File: config.mk
export PLATFORM = sky130hd
export DESIGN_NAME = sorted_stream_out_flat
export DESIGN_NICKNAME = d
export VERILOG_FILES = /design/src/rtl/sorted_stream_out_if.sv /design/src/rtl/sorted_stream_out.sv /design/src/flat_wrapper.sv
export SDC_FILE = /design/constraint.sdc
export NUM_CORES = 1
export LEC_CHECK = 0
export BUFFER_PORTS_ARGS = -buffer_cell sky130_fd_sc_hd__buf_2
export CORE_ASPECT_RATIO = 1.75
export CORE_UTILIZATION = 45
export DETAILED_ROUTE_END_ITERATION = 16
export PLACE_DENSITY = 0.69
export SLEW_MARGIN = 10
export SYNTH_ARGS = -nofsm -noshare
export SYNTH_HDL_FRONTEND = slang
export SYNTH_SLANG_ARGS = --single-unit
export TNS_END_PERCENT = 1
File: constraint.sdc
create_clock -name clk -period 4.7 [get_ports clk]
set_input_delay 0.235 -clock clk [delete_from_list [all_inputs] [get_ports clk]]
set_output_delay 0.235 -clock clk [all_outputs]
set_load 0.02 [all_outputs]
File: src/rtl/sorted_stream_out_if.sv
// Element stream from sorted_stream_out to a serial consumer: one element per
// valid/ready transfer, tagged with its rank and a last-element flag.
interface sorted_stream_out_if #(
  parameter int WIDTH = 3,
  parameter int IDXW  = 4
);
  logic             out_valid;
  logic             out_ready;
  logic [WIDTH-1:0] out_data;
  logic [IDXW-1:0]  out_idx;
  logic             out_last;

  modport master (
    output out_valid, out_data, out_idx, out_last,
    input  out_ready
  );

  modport slave (
    input  out_valid, out_data, out_idx, out_last,
    output out_ready
  );
endinterface

File: src/rtl/sorted_stream_out.sv
// Captures the merged sorted vector in one cycle and streams it out one element
// per valid/ready transfer, ascending or descending, with rank and last flag.
module sorted_stream_out #(
  parameter int WIDTH = 3,
  parameter int n     = 8,
  parameter int IDXW  = $clog2(2*n)
) (
  input  logic                   clk,
  input  logic                   rst,
  input  logic                   start_i,
  input  logic                   desc_i,
  input  logic [2*n*WIDTH-1:0]   c_in_i,
  output logic                   busy_o,
  output logic                   done_o,
  sorted_stream_out_if.master    out_if
);
  localparam int N2 = 2 * n;
  localparam logic [IDXW-1:0] LAST = IDXW'(N2 - 1);

  localparam logic [1:0] IDLE = 2'd0;
  localparam logic [1:0] SEND = 2'd1;
  localparam logic [1:0] DONE = 2'd2;

  logic [1:0]       state_q, state_d;
  logic [WIDTH-1:0] shadow_q [N2];
  logic [WIDTH-1:0] shadow_d [N2];
  logic             desc_q, desc_d;
  logic [IDXW-1:0]  ptr_q, ptr_d;
  logic [IDXW-1:0]  cnt_q, cnt_d;

  always_comb begin
    state_d  = state_q;
    shadow_d = shadow_q;
    desc_d   = desc_q;
    ptr_d    = ptr_q;
    cnt_d    = cnt_q;
    case (state_q)
      IDLE: begin
        if (start_i) begin
          for (int unsigned k = 0; k < N2; k++) begin
            shadow_d[k] = c_in_i[k*WIDTH +: WIDTH];
          end
          desc_d  = desc_i;
          ptr_d   = desc_i ? LAST : '0;
          cnt_d   = '0;
          state_d = SEND;
        end
      end
      SEND: begin
        if (out_if.out_ready) begin
          // The pointer may step past either end on the final transfer; it is
          // never read again before the next capture reloads it.
          ptr_d = desc_q ? ptr_q - IDXW'(1) : ptr_q + IDXW'(1);
          cnt_d = cnt_q + IDXW'(1);
          if (cnt_q == LAST) begin
            state_d = DONE;
          end
        end
      end
      DONE:    state_d = IDLE;
      default: state_d = IDLE;
    endcase
  end

  always_ff @(posedge clk) begin
    if (!rst) begin
      state_q <= IDLE;
      for (int unsigned k = 0; k < N2; k++) begin
        shadow_q[k] <= '0;
      end
      desc_q  <= 1'b0;
      ptr_q   <= '0;
      cnt_q   <= '0;
    end else begin
      state_q  <= state_d;
      shadow_q <= shadow_d;
      desc_q   <= desc_d;
      ptr_q    <= ptr_d;
      cnt_q    <= cnt_d;
    end
  end

  // Outputs decode registered state only; no path from c_in_i/start_i/desc_i.
  assign busy_o          = (state_q != IDLE);
  assign done_o          = (state_q == DONE);
  assign out_if.out_valid = (state_q == SEND);
  assign out_if.out_last  = (state_q == SEND) && (cnt_q == LAST);
  assign out_if.out_data  = shadow_q[ptr_q];
  assign out_if.out_idx   = ptr_q;
endmodule

File: src/flat_wrapper.sv
// flat-port wrapper written by rule: the top's interface ports become plain ports
module sorted_stream_out_flat 
#(
  parameter int WIDTH = 3,
  parameter int n     = 8,
  parameter int IDXW  = $clog2(2*n)
)
  (clk, rst, start_i, desc_i, c_in_i, busy_o, done_o, out_if_out_valid, out_if_out_data, out_if_out_idx, out_if_out_last, out_if_out_ready);
  sorted_stream_out_if #(.WIDTH(WIDTH), .IDXW(IDXW)) out_if_i ();
  input  logic clk;
  input  logic rst;
  input  logic start_i;
  input  logic desc_i;
  input  logic [2*n*WIDTH-1:0] c_in_i;
  output logic busy_o;
  output logic done_o;
  output wire logic [$bits(out_if_i.out_valid)-1:0] out_if_out_valid;
  output wire logic [$bits(out_if_i.out_data)-1:0] out_if_out_data;
  output wire logic [$bits(out_if_i.out_idx)-1:0] out_if_out_idx;
  output wire logic [$bits(out_if_i.out_last)-1:0] out_if_out_last;
  input wire logic [$bits(out_if_i.out_ready)-1:0] out_if_out_ready;
  assign out_if_out_valid = out_if_i.out_valid;
  assign out_if_out_data = out_if_i.out_data;
  assign out_if_out_idx = out_if_i.out_idx;
  assign out_if_out_last = out_if_i.out_last;
  assign out_if_i.out_ready = out_if_out_ready;
  sorted_stream_out #(.WIDTH(WIDTH), .n(n), .IDXW(IDXW)) u_core (.clk(clk), .rst(rst), .start_i(start_i), .desc_i(desc_i), .c_in_i(c_in_i), .busy_o(busy_o), .done_o(done_o), .out_if(out_if_i));
endmodule
======== After elaboration in Yosys (flattened, before gate mapping) ========
Index checks and enable logic that the tools add are counted.
storage, ports and cells
  output and inout bits ................... 11
  logic and storage cells ................. 53
  register bits after elaboration ......... 59
operators by class
  eq/ne operators ......................... 6
  mux-type cells .......................... 15
  bitwise gates (word level) .............. 1
  add/sub/neg operators ................... 3
  magnitude comparators ................... 1
  reduce and logical (&&, ||, !) cells .... 7
operator list
  kind                   number
  $mux W4                6
  $pmux W4 S2            2
  $bmux W3 S4            1
  $add A4 B1 Y4 const B  2
  $mux W2                3
  $mux W3                2
  $reduce_and A3 Y1      2
  $ge A5 B5 Y1 const B   1
  $not A4 Y5             1
  $eq A4 B4 Y1 const B   1
  $ne A2 B1 Y1 const B   2
  $pmux W2 S2            1
  $reduce_bool A2 Y1     2
  $sub A4 B1 Y4 const B  1
  $eq A2 B1 Y1 const B   1
  $eq A2 B2 Y1 const B   1
  $logic_not A2 Y1       1
  $ne A2 B2 Y1 const B   1
  $reduce_and A2 Y1      1
  $logic_and A1 B1 Y1    1

======== Logic depth before layout (Yosys ltp) ========
Gate-level depths: netlist (run 1).
  word-level depth ........................ 4
  mapped depth ............................ 7
  gate-level depth less buffers ........... 5

======== Least setup slack after synthesis (run 1) ========
OpenSTA, ideal clock, no wires.
  kind .................................... reg-to-output
  start point ............................. register u_core.ptr_q[0], in the netlist u_core.out_if.out_idx[0]
  end point ............................... output port out_if_out_data[0]
  path buffers ............................ 2
  cell stages (with the launch flop) ...... 6
  setup slack ............................. 2.900 ns
  arrival ................................. 1.565 ns
  path through ............................ dfxtp_1 buf_6 buf_8 mux4_1 a22oi_1 nand2_1
on the way
  word-level cells in the longest chain between the ends .. 4
RTL lines
  what                                         RTL line                 source
  from (decl)                                  sorted_stream_out.sv:28  logic [IDXW-1:0] ptr_q, ptr_d;
  from (signal assigned)                       sorted_stream_out.sv:78  ptr_q <= ptr_d;
  $not A4 Y5 (not written as such)             sorted_stream_out.sv:88  assign out_if.out_data = shadow_q[ptr_q];
  $bmux W3 S4                                  sorted_stream_out.sv:88
  $mux W3 (not written as such) (2 in series)  sorted_stream_out.sv:88
  to (decl)                                    flat_wrapper.sv:18       output wire logic [$bits(out_if_i.out_data)-1:0] out_if_out_data;
No other way between the ends. The select of a mux whose other input is x is not followed.

======== Final worst setup path (run 1) ========
  start point ............................. register u_core.ptr_q[0], in the netlist u_core.out_if.out_idx[0]
  end point ............................... output port out_if_out_data[2]
Same word-level chain as after synthesis.

==> impl_metrics.yaml, run 1 <==
run_status:
  status: "finished clean"
clock_tree:
  holdBufCountCts: 0
  h-tree-depth: 3
  cts_made_buffers: 9
  cts_setup_buffers: 0
  path_clk_slew_ps: 70
  root_buffer: "clkbuf_8"
  cts_tree: "yes"
  clk_path_buf_depth: 2
  cts_resized: 0
  clk_latency_ps: 340
  cts.sinks: 59
worst_hold_path:
  hold_depth: 2
  holdCritStartpoint: "c_in_i[33]"
  hp-class: "in -> reg"
  whs_endpoint: "u_core.shadow_q[12]"
critical_path:
  required_ps: 4470
  worst_path_max_delay_cell: "dfxtp_1"
  critPathKind: "reg -> out"
  path_cells: "mux4_1 > a22oi_1 > nand2_1 > buf_2"
  cp.arrival_ps: 2250
  reg2reg_depth: 5
  cp-end-kind: "output pin"
  rrSetupSlack_ps: 2660
  r2r_end: "u_core.out_if.out_idx[2]"
  timing.rr.start: "u_core.out_if.out_idx[0]"
  cp-start-kind: "flop"
  path_max_fanout: 18
  cpLargestDelayFamily: "flip-flops"
  crit_buf_inv: 1
  cpPeakStageDelay_ps: 820
logic_synthesis:
  synth_top_area_share_pct: 46.59
  avgSynthCellArea_um2: 11.90
  synth.area.mux_share_pct: 12.83
  synth_xor_area_share_pct: 1.382
  synth_warnings: 0
  synth_fa_ha_area_share_pct: 2.270
  synthesis.area_um2: 2535
  synth_compound_area_share_pct: 23.54
  syn_nets: 270
  synth_cell_types: 41
  ys_ff_latch: 59
  synth_top_family_by_area: "compound AO/OA/AOI/OAI gates"
  synth-edff-count: 0
  synthFlopType: "dfxtp_1"
  synthTopCellsByArea: "dfxtp_1 (47%), a22o_1 (17%), mux4_1 (11%)"
  synth.largest_area_cell: "dfxtp_1"
  yosysSeqAreaShare_pct: 46.59
  synth_cells: 213
  yosys.area_share.simple_pct: 8.193
  async_flop_share_pct: 0
sta:
  fin_crit_ps: 2485
  finalHoldViolCount: 0
  relSlewSlack_pct: 39.38
  fmax_mhz: 402.4
  skew_ps: 4.169
  setup_viol: 0
  setup_tns_ps: 0
  fin_crit_sh_pct: 52.87
  rsz0062_at_grt: "false"
  drv_slew: 0
  worst_slew_pin_slew_ps: 909.3
grt:
  grt.overflow.total: 0
  grt_max_degree: 51
  grt_pass1_wl_mm: 8.769
  grt_pass1_vias: 1829
  grt_antenna_before_repair: 0
  grt_util_all_layers_pct: 20.42
power:
  comb_power_share_pct: 14.2
  leakagePower_uw: 0.001357
  seq_power_share_pct: 48.1
  internal_power_uw: 878.1
  power_frac_clock_pct: 37.7
  power.density_nw_per_um2: 393.4
  switching_share_pct: 26.22
  net-switching-power_uw: 312.1
  vdd_drop_max_mv: 0.1814
floorplan:
  core_area_um2: 5343
  io_pins: 64
  start_util_pct: 47.45
  fp.dieH_um: 101.3
  die_x_um: 58.74
  dieArea_um2: 5949
  rows: 35
cells_and_area:
  multi_input_area_um2: 1224
  final_common_cell: "buf_2"
  fin_nets: 328
  diodes: 0
  nFillCells: 502
  final_cell_mix: "buf_2 (63), dfxtp_1 (59), a22o_1 (48)"
  utilization_pct: 56.63
  drive_above_1_share_pct: 31.88
  regArea_um2: 1181
  synthToLayoutAreaGrowth_pct: 19.35
run:
  cap_violations: 0
routing:
  wire_per_inst_um: 16.09
  wl_mm: 5.633
  vias_per_cell: 5.529
  vias: 1935
  drc_errors: 0
  drt_iter0_drc: 116
  first_pass_iters: 4
  antenna_left: 0
placement:
  gp_congestion: 0.8221
  portBuffers: 63
  hpwlAfterDp_mm: 3.980
[layer usage]
layer,up-vias,track usage [%],routed length [um]
li1,950,-,-
met1,910,23.43,2286
met2,62,33.65,2912
met3,13,5.619,258
met4,0,11.36,176
met5,-,0,0
[sequential cells by signal (all words and copies together) (netlist names)]
signal	flops
u_core.shadow_q	48
u_core.state_q	2
u_core.out_if.out_idx	4
u_core.cnt_q	4
u_core.desc_q	1
[kinds of logic after synthesis]
logic type	count (synthesis)
adder cells (fa/ha/maj)	4
AO/OA/AOI/OAI	72
XOR/XNOR	4
flip-flops	59
AND/OR/NAND/NOR	40
multiplexers	13
buffers and inverters	21
[cell type report]
cell class,instances,share of cell area (%)
multi-input cells,133,40.45
flip-flops and latches,59,39.04
repair buffers,63,10.42
clock buffers,11,4.673
well taps,74,3.060
clock inverters,5,1.737
inverters,5,0.6203
[cell usage after synthesis, types with 2 or more instances]
master	n
o21a_1	2
nand2_1	12
o21ai_0	6
dfxtp_1	59
buf_2	6
ha_1	3
nor2b_1	3
o211ai_1	2
a22oi_1	6
a22o_1	48
clkbuf_1	4
xnor2_1	3
nor2_2	2
buf_6	4
inv_1	4
and2_1	2
a21boi_0	2
nand3_1	5
nor2_1	6
nor3_1	2
and3_1	2
mux4_1	11
[power by group through the flow]
stage / sequential, uW / combinational (uW) / clock [uW]
floorplan: 568 / 130 / 0
global placement: 583 / 167 / 0
detailed placement: 583 / 170 / 0
CTS: 573 / 170 / 457
global route: 577 / 185 / 479
finish: 572 / 169 / 449
[worst max-delay path by stage]
| stage | from | endpoint | slack, ps | cells after the start |
|---|---|---|---|---|
| finish | u_core.out_if.out_idx[0] | out_if_out_data[2] | 2220 | 4 |
| CTS | u_core.out_if.out_idx[0] | out_if_out_data[2] | 2220 | 4 |
| global placement | u_core.out_if.out_idx[0] | out_if_out_data[2] | 2630 | 4 |
| detailed placement | u_core.out_if.out_idx[0] | out_if_out_data[2] | 2590 | 4 |
| global route | u_core.out_if.out_idx[0] | out_if_out_data[0] | 2080 | 4 |
| floorplan | u_core.out_if.out_idx[0] | out_if_out_data[0] | 2900 | 5 |
[metrics by stage]
step	hold WS, ps	power [uW]	setup slack [ps]	cell area, um^2	std cells
after floorplan	343.6	698.8	2900	2535	213
after global placement	442.8	749.6	2630	2831	334
after detailed placement	446.5	753.1	2591	2831	334
after CTS	95.51	1200	2219	3025	350
after global routing	106.3	1242	2084	3025	350
final	103.7	1190	2215	3025	350
(Power assumes the default switching activity.)
==> run 2: changes to the inputs <==
- ABC_AREA: default -> 1
- PLACE_DENSITY: 0.69 -> 0.68
- clock period: 4.7 -> 2.4 ns (I/O delays scaled with it)
==> run 2 against run 1 <==
- via count is 36% higher
- synthesized area is 19% higher
- utilization is 0.51 points lower
- cell count is 52% higher
- critical endpoint unchanged
- largest cell class unchanged
==> impl_metrics.yaml, run 2 <==
run_status:
  status: "finished clean"
logic_synthesis:
  synthFlopType: "dfxtp_1"
  synth-edff-count: 0
  yosysMostFrequentCell: "inv_1"
  synthesis.area_um2: 3023
  synth.largest_area_cell: "dfxtp_1"
  synthTopCellsByArea: "dfxtp_1 (39%), inv_1 (8.9%), nand2_1 (8.2%)"
  ys_ff_latch: 59
  synth_cells: 389
  synth_top_area_share_pct: 39.07
  async_flop_share_pct: 0
  synth_common_cells: "inv_1 (72), nand2_1 (66), dfxtp_1 (59), nand3_1 (41), o21ai_1 (21)"
  synth_warnings: 0
  syn_nets: 446
  yosysSeqAreaShare_pct: 39.07
  synth_cell_types: 32
  avgSynthCellArea_um2: 7.771
sta:
  relSlewSlack_pct: 52.05
  finalHoldViolCount: 0
  fmax_mhz: 550.7
  skew_ps: 5.130
  worst_slew_pin_slew_ps: 717.5
  fin_ws_ps: 584.3
  drv_slew: 0
  setup_viol: 0
  hold_slack_ps: 36.44
  rsz0062_at_grt: "false"
  fin_crit_sh_pct: 75.66
  fin_crit_ps: 1816
  setup_tns_ps: 0
routing:
  wl_mm: 6.736
  wire_per_inst_um: 12.69
  vias: 2633
  first_pass_iters: 4
  antenna_left: 0
  vias_per_cell: 4.959
  drc_errors: 0
  drt_iter0_drc: 95
cells_and_area:
  stdcell_count: 531
  synthToLayoutAreaGrowth_pct: 20.49
  diodes: 0
  nFillCells: 611
  utilization_pct: 56.12
  regMostFlops: "u_core.shadow_q"
  final_common_cell: "inv_1"
  drive_above_1_share_pct: 29.40
  fin_nets: 501
  largest_reg_flops: 48
  final_cell_mix: "inv_1 (72), nand2_1 (66), buf_2 (63)"
critical_path:
  cp.arrival_ps: 1700
  cp.depth: 7
  reg2reg_depth: 6
  critPathKind: "reg -> out"
  r2r_end: "u_core.out_if.out_idx[2]"
  worstSetupStartpoint: "u_core.out_if.out_idx[1]"
  critPathCapture: "out_if_out_data[2]"
  path_max_fanout: 16
  worst_path_max_delay_cell: "inv_1"
  crit_buf_inv: 3
  crit_top_cell: "nand3_1"
  rrSetupSlack_ps: 730
  cpLargestDelayFamily: "buffers and inverters"
  cp-end-kind: "output pin"
  cpPeakStageDelay_ps: 330
  timing.rr.start: "u_core.out_if.out_idx[1]"
  path_cells: "buf_4 > inv_1 > nand3_1 > nand3_1 > nand3_1 > nand2_1 > buf_2"
  required_ps: 2280
  cp-start-kind: "flop"
floorplan:
  start_util_pct: 46.58
  core_area_um2: 6490
  dieArea_um2: 7062
  die_x_um: 63.96
  rows: 39
  fp.dieH_um: 110.4
  io_pins: 64
grt:
  grt_antenna_before_repair: 0
  use_met3_pct: 5.165
  use_met2_pct: 38.72
  grt_max_degree: 41
  grt_pass1_vias: 2604
  grtUsageMet1_pct: 22.95
  grt.overflow.total: 0
  grt_util_all_layers_pct: 21.49
  busiest_layer: "met2"
  grt_pass1_wl_mm: 11.69
placement:
  hpwlAfterDp_mm: 4.948
  pre_cts_slack_ps: 756.1
  portBuffers: 63
  placed_cells: 515
  gp_congestion: 0.8375
clock_tree:
  cts.sinks: 59
  h-tree-depth: 3
  cts_resized: 0
  clk_latency_ps: 320
  clk_path_buf_depth: 2
  cts_tree: "yes"
  cts_made_buffers: 9
  path_clk_slew_ps: 50
  root_buffer: "clkbuf_16"
  cts_setup_buffers: 0
  holdBufCountCts: 0
worst_hold_path:
  hold_depth: 3
  holdCritStartpoint: "c_in_i[32]"
  hp-class: "in -> reg"
run:
  cap_violations: 0
power:
  vdd_drop_max_mv: 0.4976
  leakagePower_uw: 0.001703
  power.density_nw_per_um2: 882.8
==> run 2: cells by family (layout without fill, tap and decap cells) <==
logic type               count (synthesis)  after routing  synth area share [%]
XOR/XNOR                                 3              3                0.8694
AO/OA/AOI/OAI                           98             98                 23.30
adder cells (fa/ha/maj)                  4              4                 1.904
AND/OR/NAND/NOR                        125            125                 18.71
buffers and inverters                  100            160                 16.14
flip-flops                              59             59                 39.07
==> run 2: tightest hold or removal path, stage by stage <==
cell and delay, ps:
buf_2 90, inv_1 40, o21ai_1 50
==> run 2: worst min-delay path by stage <==
| stage | end |
|---|---|
| finish | u_core.shadow_q[17] |
| CTS | u_core.shadow_q[17] |
| global placement | u_core.shadow_q[17] |
| global route | u_core.shadow_q[17] |
| floorplan | u_core.shadow_q[17] |
| detailed placement | u_core.shadow_q[17] |
==> run 2: cell type report <==
class	instances	area, um^2	area share (%)
flip-flops and latches	59	1181	32.43
clock buffers	12	266.5	7.317
inverters	76	290.3	7.970
well taps	82	102.6	2.817
clock inverters	4	95.09	2.611
repair buffers	68	352.8	9.687
multi-input cells	230	1354	37.17
==> run 2: where the power goes <==
| group | total (uW) | leakage [uW] | switching (uW) | internal (uW) |
|---|---|---|---|---|
| sequential | 1110 | 0.000487 | 42.2 | 1060 |
| clock | 1510 | 0.000179 | 416 | 1100 |
| combinational | 598 | 0.00104 | 378 | 220 |
==> run 2: layer usage <==
layer,share of wire (%),wire (um)
met4,2.4,165
met1,41,2772
met2,53,3560
met5,0,0
met3,3.5,237
==> run 2: per-stage QoR <==
stage,power [uW],cell area [um^2]
after floorplan,1594,3023
after global placement,1711,3281
after detailed placement,1723,3281
after CTS,3234,3642
after global routing,3372,3642
final,3215,3642
